### config.mk
export PLATFORM = sky130hd
export DESIGN_NAME = lcd_spi_tx_fifo
export DESIGN_NICKNAME = d
export VERILOG_FILES = /design/src/rtl/lcd_pkg.sv /design/src/rtl/lcd_tx_fifo.sv /design/src/rtl/lcd_spi_tx_fifo.sv
export SDC_FILE = /design/constraint.sdc
export NUM_CORES = 1
export LEC_CHECK = 0
export BUFFER_PORTS_ARGS = -buffer_cell sky130_fd_sc_hd__clkbuf_2
export CAP_MARGIN = 20
export CORE_MARGIN = 2
export CORE_UTILIZATION = 55
export DETAILED_ROUTE_END_ITERATION = 12
export GPL_TIMING_DRIVEN = 0
export PLACE_DENSITY = 0.81
export RECOVER_POWER = 50
export SKIP_LAST_GASP = 1
export SYNTH_ARGS = -nofsm -noshare
export SYNTH_HDL_FRONTEND = slang
export SYNTH_SLANG_ARGS = --single-unit
### constraint.sdc
create_clock -name clk_50MHz -period 5.5 [get_ports clk_50MHz]
set_input_delay 0.275 -clock clk_50MHz [delete_from_list [all_inputs] [get_ports clk_50MHz]]
set_output_delay 0.275 -clock clk_50MHz [all_outputs]
set_load 0.005 [all_outputs]
### src/rtl/lcd_pkg.sv
// Shared LCD definitions: word layout, DC encodings and the transmit
// state machine encoding used by the SPI transmit stage.
package lcd_pkg;

   localparam int LCD_WORD_W = 9;
   localparam int LCD_DC_BIT = 8;

   localparam logic DC_CMD  = 1'b0;
   localparam logic DC_DATA = 1'b1;

   typedef enum logic [1:0] {
      IDLE  = 2'd0,
      LOAD  = 2'd1,
      SHIFT = 2'd2,
      HOLD  = 2'd3
   } tx_state_t;

endpackage

### src/rtl/lcd_tx_fifo.sv
// Small synchronous word FIFO feeding the LCD serialiser.
// Pointers carry one extra wrap bit so full and empty are told apart
// without a separate counter; the head word is read combinationally so
// the serialiser can latch it on the same edge it enters LOAD.
module lcd_tx_fifo
   import lcd_pkg::*;
#(
   parameter int DEPTH = 16
)
(
   input  logic                        clk_50MHz,
   input  logic                        rst_n,
   input  logic                        i_push,
   input  logic [LCD_WORD_W-1:0]       i_data,
   input  logic                        i_pop,
   output logic [LCD_WORD_W-1:0]       o_head,
   output logic                        o_full,
   output logic                        o_empty,
   output logic [$clog2(DEPTH):0]      o_level
);

   localparam int ADDR_W = $clog2(DEPTH);

   logic [LCD_WORD_W-1:0] r_mem [DEPTH];
   logic [ADDR_W:0]       r_wr_ptr;
   logic [ADDR_W:0]       r_rd_ptr;
   logic                  w_full;
   logic                  w_empty;
   logic                  w_push;
   logic                  w_pop;

   assign w_full  = (r_wr_ptr[ADDR_W] != r_rd_ptr[ADDR_W]) &&
                    (r_wr_ptr[ADDR_W-1:0] == r_rd_ptr[ADDR_W-1:0]);
   assign w_empty = (r_wr_ptr == r_rd_ptr);

   // A full FIFO refuses the write even if a pop frees a slot this cycle.
   assign w_push  = i_push && !w_full;
   assign w_pop   = i_pop && !w_empty;

   // Storage write; contents need no reset because the pointers gate them.
   always_ff @(posedge clk_50MHz) begin
      if (w_push) begin
         r_mem[r_wr_ptr[ADDR_W-1:0]] <= i_data;
      end
   end

   // Pointer update with natural wrap of the extra MSB.
   always_ff @(posedge clk_50MHz or negedge rst_n) begin
      if (!rst_n) begin
         r_wr_ptr <= '0;
         r_rd_ptr <= '0;
      end else begin
         if (w_push) begin
            r_wr_ptr <= r_wr_ptr + (ADDR_W+1)'(1);
         end
         if (w_pop) begin
            r_rd_ptr <= r_rd_ptr + (ADDR_W+1)'(1);
         end
      end
   end

   assign o_head  = r_mem[r_rd_ptr[ADDR_W-1:0]];
   assign o_full  = w_full;
   assign o_empty = w_empty;
   assign o_level = r_wr_ptr - r_rd_ptr;

endmodule

### src/rtl/lcd_spi_tx_fifo.sv
// Buffered SPI (mode 0) transmit stage for the ST7789-class LCD.
// Producers push 9-bit {dc, byte} words; each is shifted out MSB first.
// CS stays low across queued bytes unless LCD_TX_CS_PER_BYTE_EN is
// defined, in which case CS is released for CS_GAP cycles after every byte.
// All LCD pins are registered so they never glitch.
module lcd_spi_tx_fifo
   import lcd_pkg::*;
#(
   parameter int CLK_DIV    = 2,
   parameter int FIFO_DEPTH = 16,
   parameter int CS_GAP     = 2
)
(
   input  logic                          clk_50MHz,
   input  logic                          rst_n,
   input  logic [LCD_WORD_W-1:0]         in_data,
   input  logic                          in_valid,
   output logic                          in_ready,
   output logic                          lcd_sclk,
   output logic                          lcd_mosi,
   output logic                          lcd_cs,
   output logic                          lcd_dc,
   output logic                          wr_done,
   output logic                          busy,
   output logic [$clog2(FIFO_DEPTH):0]   fifo_level
);

   localparam logic [7:0] DIV_LAST = 8'(CLK_DIV - 1);
   localparam int         GAP_W    = (CS_GAP > 1) ? $clog2(CS_GAP) : 1;
   localparam logic [GAP_W-1:0] GAP_LAST = GAP_W'(CS_GAP - 1);

   tx_state_t             r_state;
   tx_state_t             w_state_next;
   logic                  w_pop;

   logic [LCD_WORD_W-1:0] w_head;
   logic                  w_full;
   logic                  w_empty;

   logic [6:0]            r_shift;
   logic [7:0]            r_div_cnt;
   logic [3:0]            r_bit_cnt;
   logic [GAP_W-1:0]      r_gap_cnt;
   logic                  r_sclk;
   logic                  r_mosi;
   logic                  r_cs;
   logic                  r_dc;
   logic                  r_wr_done;

   logic                  w_div_term;
   logic                  w_fall;
   logic                  w_last;

   lcd_tx_fifo #(
      .DEPTH (FIFO_DEPTH)
   ) u_fifo (
      .clk_50MHz (clk_50MHz),
      .rst_n     (rst_n),
      .i_push    (in_valid),
      .i_data    (in_data),
      .i_pop     (w_pop),
      .o_head    (w_head),
      .o_full    (w_full),
      .o_empty   (w_empty),
      .o_level   (fifo_level)
   );

   assign w_div_term = (r_div_cnt == DIV_LAST);
   assign w_fall     = (r_state == SHIFT) && w_div_term && r_sclk;
   assign w_last     = w_fall && (r_bit_cnt == 4'd7);

   // State register.
   always_ff @(posedge clk_50MHz or negedge rst_n) begin
      if (!rst_n) begin
         r_state <= IDLE;
      end else begin
         r_state <= w_state_next;
      end
   end

   // Next-state decode; the FIFO head is consumed during the LOAD cycle.
   always_comb begin
      w_state_next = r_state;
      w_pop        = 1'b0;
      case (r_state)
         IDLE: begin
            if (!w_empty) begin
               w_state_next = LOAD;
            end
         end
         LOAD: begin
            w_pop        = 1'b1;
            w_state_next = SHIFT;
         end
         SHIFT: begin
            if (w_last) begin
`ifdef LCD_TX_CS_PER_BYTE_EN
               w_state_next = HOLD;
`else
               w_state_next = w_empty ? HOLD : LOAD;
`endif
            end
         end
         HOLD: begin
            if (r_gap_cnt == GAP_LAST) begin
               w_state_next = IDLE;
            end
         end
         default: begin
            w_state_next = IDLE;
         end
      endcase
   end

   // Serial datapath: latch the head on LOAD entry, toggle SCLK every
   // CLK_DIV cycles, advance MOSI only on falling edges.
   always_ff @(posedge clk_50MHz or negedge rst_n) begin
      if (!rst_n) begin
         r_shift   <= '0;
         r_div_cnt <= '0;
         r_bit_cnt <= '0;
         r_gap_cnt <= '0;
         r_sclk    <= 1'b0;
         r_mosi    <= 1'b0;
         r_cs      <= 1'b1;
         r_dc      <= 1'b0;
         r_wr_done <= 1'b0;
      end else begin
         r_wr_done <= w_last;
         if (w_state_next == LOAD) begin
            r_shift   <= w_head[6:0];
            r_mosi    <= w_head[7];
            r_dc      <= w_head[LCD_DC_BIT];
            r_cs      <= 1'b0;
            r_sclk    <= 1'b0;
            r_div_cnt <= '0;
            r_bit_cnt <= '0;
         end else begin
            case (r_state)
               SHIFT: begin
                  if (w_div_term) begin
                     r_div_cnt <= '0;
                     r_sclk    <= ~r_sclk;
                     if (r_sclk) begin
                        r_bit_cnt <= r_bit_cnt + 4'd1;
                        r_shift   <= {r_shift[5:0], 1'b0};
                        r_mosi    <= r_shift[6];
                     end
                     if (w_last) begin
                        r_cs      <= 1'b1;
                        r_mosi    <= 1'b0;
                        r_gap_cnt <= '0;
                     end
                  end else begin
                     r_div_cnt <= r_div_cnt + 8'd1;
                  end
               end
               HOLD: begin
                  r_gap_cnt <= r_gap_cnt + GAP_W'(1);
               end
               default: begin
               end
            endcase
         end
      end
   end

   assign in_ready = !w_full;
   assign busy     = (r_state != IDLE) || !w_empty;
   assign lcd_sclk = r_sclk;
   assign lcd_mosi = r_mosi;
   assign lcd_cs   = r_cs;
   assign lcd_dc   = r_dc;
   assign wr_done  = r_wr_done;

endmodule

==> results.md, run 1 <==
* Synth top area share at 57.1%
* Yosys top cell by area: edfxtp_1
* ANT cells at 0
* #FFs+latches synth at 181
* Critical-path cell list: buf_2 -> buf_1 -> inv_1 -> ha_1 -> and4_1 -> a21boi_1 -> nand2_1 -> nor2_1
* WP depth at 8
* VDD IR-drop max at 350 µV
* Top FF cell, synth: edfxtp_1
* Max frequency at 252 MHz
* Global-route wire length before repair at 22.3 mm
* Worst-Skew Late Latency at 0.42 ns
* Final number of setup-violating endpoints at 0
* Status: finished with violations
* Skew final at 0.0106 ns
* Post-Syn Instances at 438
* Final nets at 510
* XOR/XNOR share of the synthesized area at 1.95%
* Slew headroom at -30.1%
* Total Power at 4.47 mW
* CTS Buffer Depth at 2
* Simple-gate share of the synthesized area at 6.57%
* GP Congestion at 0.787
* Post-cts hold buffer count at 1
* Final core utilization at 63.6%
* Initial antenna violation count at 0
* Setup ws final at 1.53 ns
* Design area at 0.00850 mm²
* Final Hold Fails at 0
* Adder-cell share of the synthesized area at 2.25%
* TNS Setup at 0 ns
* Worst EP required at 5.54 ns
* Hold Path Depth at 3
* Minimum clock period at 3.97 ns
* Crit. End Element: register
* Sequential Area at 0.00525 mm²
* Max FO, Critical Path at 10
* Final Max Tran Viols at 38
* Fin cells at 674
* GRT Overall Usage at 21.0%
* Dpl cell area at 0.00794 mm²
* Post-Syn Area at 0.00758 mm²
* CTS sink count at 181
* Gr ovfl total at 0
* Multi-input gate area at 0.00217 mm²
* RSZ-0062 raised after global routing: no
* Row count at 42
* Clock transition at the registers of the reported paths at 0.07 ns
* Asr flop ratio synth at 20.4%
* Largest family of logic cells by synthesized area: multiplexers
* Yosys warns at 0
* Synthesis-to-layout area growth at 12.1%
* Clock root buffer: clkbuf_16
* Hold Crit Class: in -> reg
* Setup bufs post-CTS at 0
* Compound-Gate Fraction of Synth Area at 4.92%
* PortBufs at 23
* Cells after DPL at 641
* CP max-delay cell: nor2_1
* Drc violations at 0
* CP Buf/Inv Count at 3
* Minimum hold slack at 0.332 ns
* Syn avg cell area at 17.3 µm²
* Vias at 4,065
* EDFF count, synth at 144
* Cts repair resizes at 0
* # IOs at 24
* Critical Path Start Type: register
* Mux contribution to synthesized area at 13.2%
* Final WL at 14.3 mm
* Place WS at 1.53 ns
* Crit Path Category: reg -> reg
* Worst slew pin tran at 1.95 ns
* CTS tree: done
* Yosys cell types at 51
* Final period util at 72.1%
* Leak at 3.06 nW
* Crit-path max cell delay at 0.81 ns
* Syn_nets at 463
* Worst r2r path cells at 8
* Initial DRC Count at 350
* Largest net degree at the start of global routing at 38
* Vias in the first global route at 4,154
* Drt pass-1 iters at 5
* Hpwl dp at 9.53 mm
* Vias per inst at 6.03
* PwrDens at 526 mW/mm²
* Failing checks: capacitance limit, slew limit
* Filler Cell Count at 933
* H-tree levels at 4
* Layout cells sized above 1 at 20.9%
* Max-Cap Viols at 1
* Initial Utilization at 56.8%
* Share of the yosys chip area belonging to registers at 69.3%
* Delay-heaviest family, CP: simple AND/OR/NAND/NOR gates
* Top cells by area, synth: edfxtp_1, dfrtp_1, mux4_2
* Worst endpoint data arrival time at 4.01 ns
* Cts bufs inserted at 17
* Final ANT Viol Nets at 0
* Die area at 0.0147 mm²
* Core area at 0.0133 mm²
* Avg WL per Cell at 21.2 µm
* Die width at 121 µm
* DIE HEIGHT at 121 µm
-- area by class of cell --
cell class,instances,area share [%]
Buffer,17,0.987
Sequential cell,181,61.8
Timing Repair Buffer,28,1.65
Clock buffer,17,5.01
Multi-Input combinational cell,225,25.6
Tap cell,176,2.59
Inverter,15,0.663
Clock inverter,15,1.74
-- worst min-delay path, delay by kind of cell --
kind                      cells  cell delay, ns
buffers and inverters         1            0.07
AOI/OAI and AO/OA             1            0.21
xor gates and xnor gates      1            0.16
-- cells by family after synthesis --
family / count (synthesis)
AOI/OAI and AO/OA: 50
xor gates and xnor gates: 16
muxes: 54
buffers and inverters: 32
and+or+nand+nor: 92
DFF: 181
adders and majority gates: 13
-- report_power, final --
group	switching, mW	leakage (nW)	internal [mW]	total, mW
sequential	0.109	1.77	1.69	1.80
clock	0.518	0.280	0.635	1.15
combinational	0.836	1.01	0.681	1.52
total	1.46	3.06	3.00	4.47
-- cell usage after synthesis (3+ instances only) --
cell,n
a21o_1,3
a21oi_1,9
a22o_1,18
a22oi_1,3
buf_1,3
buf_2,4
clkbuf_1,7
dfrtp_1,36
edfxtp_1,144
ha_1,12
inv_1,15
mux2i_1,16
mux4_2,36
nand2_1,19
nand2b_1,3
nand3_1,5
nand4_1,7
nor2_1,30
nor2b_1,4
nor3_1,5
o21ai_0,7
xnor2_1,11
xor2_1,4
-- placed cells by master, fill, tap and decap left out, types with 3 or more instances in the layout --
master     instances
inv_1             15
a21o_1             3
nand2_1           19
a22oi_1            3
dfrtp_1           36
xnor2_1           11
clkbuf_16         17
mux2i_1           16
nand2b_1           3
clkinv_2           4
nor3_1             5
a22o_1            18
nor2_1            30
buf_2              4
mux4_2            36
nand4_1            7
ha_1              12
clkbuf_1          19
xor2_1             4
buf_1              3
a21oi_1            9
clkbuf_2          11
nand3_1            5
o21ai_0            7
inv_6              3
buf_4              6
nor2b_1            4
edfxtp_1         144
-- worst paths after layout --
| path | start | endpoint | slack [ns] |
|---|---|---|---|
| setup / recovery | u_fifo.r_rd_ptr[1]$_DFFE_PN0P_ | u_fifo.r_mem[8][3]$_DFFE_PP_ | 1.53 |
| hold / removal | in_valid | u_fifo.r_wr_ptr[0]$_DFFE_PN0P_ | 0.33 |
| setup reg to reg | u_fifo.r_rd_ptr[1]$_DFFE_PN0P_ | u_fifo.r_mem[8][3]$_DFFE_PP_ | 1.53 |
| hold reg to reg | lcd_dc$_DFFE_PN0N_ | lcd_dc$_DFFE_PN0N_ | 0.51 |
| max in group asynchronous | rst_n | r_shift[3]$_DFFE_PN0P_ | 3.44 |
| min in group asynchronous | rst_n | r_div_cnt[5]$_DFFE_PN0N_ | 0.94 |
-- per-layer routing --
layer	up-vias	wire length (µm)	track usage [%]	share of wire, %
li1	1809	-	-	-
met3	43	856	6.11	6.0
met2	154	7310	34.1	51
met4	0	479	10.1	3.4
met1	2059	5620	25.9	39
met5	-	0	0	0
-- state kept, by name, indices dropped and copies added (netlist names), 2 cells and up --
signal           count
r_div_cnt            8
u_fifo.r_wr_ptr      5
r_shift              7
r_state              2
u_fifo.r_rd_ptr      5
u_fifo.r_mem       144
r_bit_cnt            4
No activity file was read; power rests on OpenSTA's default activity.
==> run 2, diff against run 1 <==
==> constraint.sdc (replaced) <==
create_clock -name clk_50MHz -period 4.2 [get_ports clk_50MHz]
set_input_delay 0.21 -clock clk_50MHz [delete_from_list [all_inputs] [get_ports clk_50MHz]]
set_output_delay 0.21 -clock clk_50MHz [all_outputs]
set_load 0.005 [all_outputs]
==> results.md, run 2 (same netlist as run 1, synthesis figures left out) <==
* H-tree levels at 4
* Max-Cap Viols at 1
* Setup bufs post-CTS at 0
* Final Hold Fails at 0
* Drt pass-1 iters at 5
* Hold Crit Class: in -> reg
* DIE HEIGHT at 121 µm
* Avg WL per Cell at 21.4 µm
* Synthesis-to-layout area growth at 12.5%
* Vias at 4,106
* Failing checks: capacitance limit, slew limit
* Leak at 3.06 nW
* Comb pwr share at 34.0%
* Sequential Area at 0.00525 mm²
* CTS Buffer Depth at 2
* Die area at 0.0147 mm²
* Sw power at 1.93 mW
* Crit-path max cell delay at 0.80 ns
* Total Power at 5.87 mW
* Worst EP required at 4.24 ns
* Power Internal at 3.94 mW
* GRT Overall Usage at 21.0%
* CP max-delay cell: nor2_1
* Cts bufs inserted at 17
* Critical-path cell list: buf_2 -> buf_1 -> inv_1 -> ha_1 -> and4_1 -> a21boi_1 -> nand2_1 -> nor2_1
* Most frequent cells in the layout: edfxtp_1, mux4_2, dfrtp_1
* CTS tree: done
* GP Congestion at 0.787
* Clock transition at the registers of the reported paths at 0.07 ns
* VDD IR-drop max at 470 µV
* Status: finished with violations
* RSZ-0062 raised after global routing: yes
* Worst-Skew Late Latency at 0.42 ns
* Layout cells sized above 1 at 22.5%
* Worst endpoint data arrival time at 4.00 ns
* Worst r2r dst: u_fifo.r_mem[8][3]$_DFFE_PP_
* Filler Cell Count at 927
* Place WS at 0.225 ns
* Worst reg2reg path startpoint: u_fifo.r_rd_ptr[1]$_DFFE_PN0P_
* Final period util at 94.2%
* Final nets at 510
* PwrDens at 688 mW/mm²
* Skew final at 0.00903 ns
* Final ANT Viol Nets at 0
* Final Max Tran Viols at 38
* Vias per inst at 6.09
* Initial Utilization at 56.8%
* Max FFs per register at 144
* Slew headroom at -30.7%
* Hold Path Depth at 3
* Crit Path Category: reg -> reg
* Clock root buffer: clkbuf_16
* Core area at 0.0133 mm²
* Die width at 121 µm
* R2r setup slk at 0.24 ns
* Setup ws final at 0.243 ns
* Delay-heaviest family, CP: simple AND/OR/NAND/NOR gates
* CP Buf/Inv Count at 3
* ANT cells at 0
* Worst slew pin tran at 1.96 ns
* Global-route wire length before repair at 22.3 mm
* # IOs at 24
* Vias in the first global route at 4,154
* Minimum clock period at 3.96 ns
* Switching share of power at 32.9%
* CTS sink count at 181
* Row count at 42
* Final number of setup-violating endpoints at 0
* PortBufs at 23
* Drc violations at 0
* Multi-input gate area at 0.00220 mm²
* Max FO, Critical Path at 10
* Clock network power share at 25.8%
* Critical Path Start Type: register
* Commonest non-fill, non-tap cell in the layout: edfxtp_1
* Max frequency at 253 MHz
* Worst r2r path cells at 8
* HP Start: in_valid
* Largest net degree at the start of global routing at 38
* Crit. End Element: register
* Final WL at 14.4 mm
* Flop pwr share at 40.1%
* Initial DRC Count at 370
* Gr ovfl total at 0
* Hpwl dp at 9.53 mm
* Initial antenna violation count at 0
* Hold EP: u_fifo.r_wr_ptr[0]$_DFFE_PN0P_
-- run 2: cell types whose count changed in the layout (fill, tap and decap cells not counted) --
cell and change:
clkbuf_2 +1, nor2_1 -5, dfstp_2 +1, nor4_4 +1, nor4_1 -1, clkbuf_1 -1
dfstp_1 -1, nor2_2 +5
-- run 2: worst max path at each step --
stage,startpoint,end,slack [ns],cells past startpoint
2_1_floorplan,u_fifo.r_rd_ptr[1]$_DFFE_PN0P_,u_fifo.r_mem[3][0]$_DFFE_PP_,1.01,8
3_3_place_gp,u_fifo.r_rd_ptr[1]$_DFFE_PN0P_,u_fifo.r_mem[0][7]$_DFFE_PP_,0.003,8
3_5_place_dp,u_fifo.r_rd_ptr[1]$_DFFE_PN0P_,u_fifo.r_mem[8][3]$_DFFE_PP_,0.23,8
4_1_cts,u_fifo.r_rd_ptr[1]$_DFFE_PN0P_,u_fifo.r_mem[12][1]$_DFFE_PP_,0.20,8
5_1_grt,u_fifo.r_rd_ptr[1]$_DFFE_PN0P_,u_fifo.r_mem[8][3]$_DFFE_PP_,-0.08,8
6_report,u_fifo.r_rd_ptr[1]$_DFFE_PN0P_,u_fifo.r_mem[8][3]$_DFFE_PP_,0.24,8
-- run 2: routing by layer --
metal	wire length [µm]	global-route usage [%]	share of wire, %	up-vias
met5	0	0	0	-
met2	7370	34.1	51	169
met1	5680	25.9	39	2082
met3	867	6.11	6.0	42
met4	476	10.1	3.3	0
li1	-	-	-	1813
-- run 2: what timing repair did --
action,4_1_cts,5_1_grt
endpoints found under the setup margin,0,63
hold buffers,1,0
gates resized for setup,0,5
hold endpoints to repair,36,0
-- run 2: through the flow --
step	cell area (µm²)	TNS, ns	utilization (%)	hold slack (ns)	cells
5_1_grt	8520	-1.53	63.9	0.272	674
3_5_place_dp	7940	0	59.5	0.385	641
6_report	8520	0	63.9	0.263	674
4_1_cts	8530	0	63.9	0.186	674
2_1_floorplan	7580	0	-	-0.0856	438
3_3_place_gp	7910	0	59.3	0.379	637
-- run 2: worst reg2reg max path, cell delays in order, from the launching register on --
cell,delay (ns)
dfrtp_1,0.46
buf_2,0.37
buf_1,0.52
inv_1,0.10
ha_1,0.35
and4_1,0.17
a21boi_1,0.52
nand2_1,0.29
nor2_1,0.81
-- run 2: area by class of cell --
class | instances | share of cell area, %
sequential | 181 | 61.6
multi-input combinational | 225 | 25.8
clock buffer | 17 | 4.99
tap | 176 | 2.58
clock inverter | 15 | 1.73
timing repair buffer | 28 | 1.66
buffer | 17 | 0.983
inverter | 15 | 0.661
-- run 2: power groups by stage --
stage          Clock [mW]  Sequential (mW)  Combinational (mW)
3_5_place_dp            0             2.39                1.99
2_1_floorplan           0             2.34                1.45
4_1_cts              1.53             2.36                2.01
6_report             1.51             2.36                2.00
5_1_grt              1.59             2.38                2.19
3_3_place_gp            0             2.37                1.92
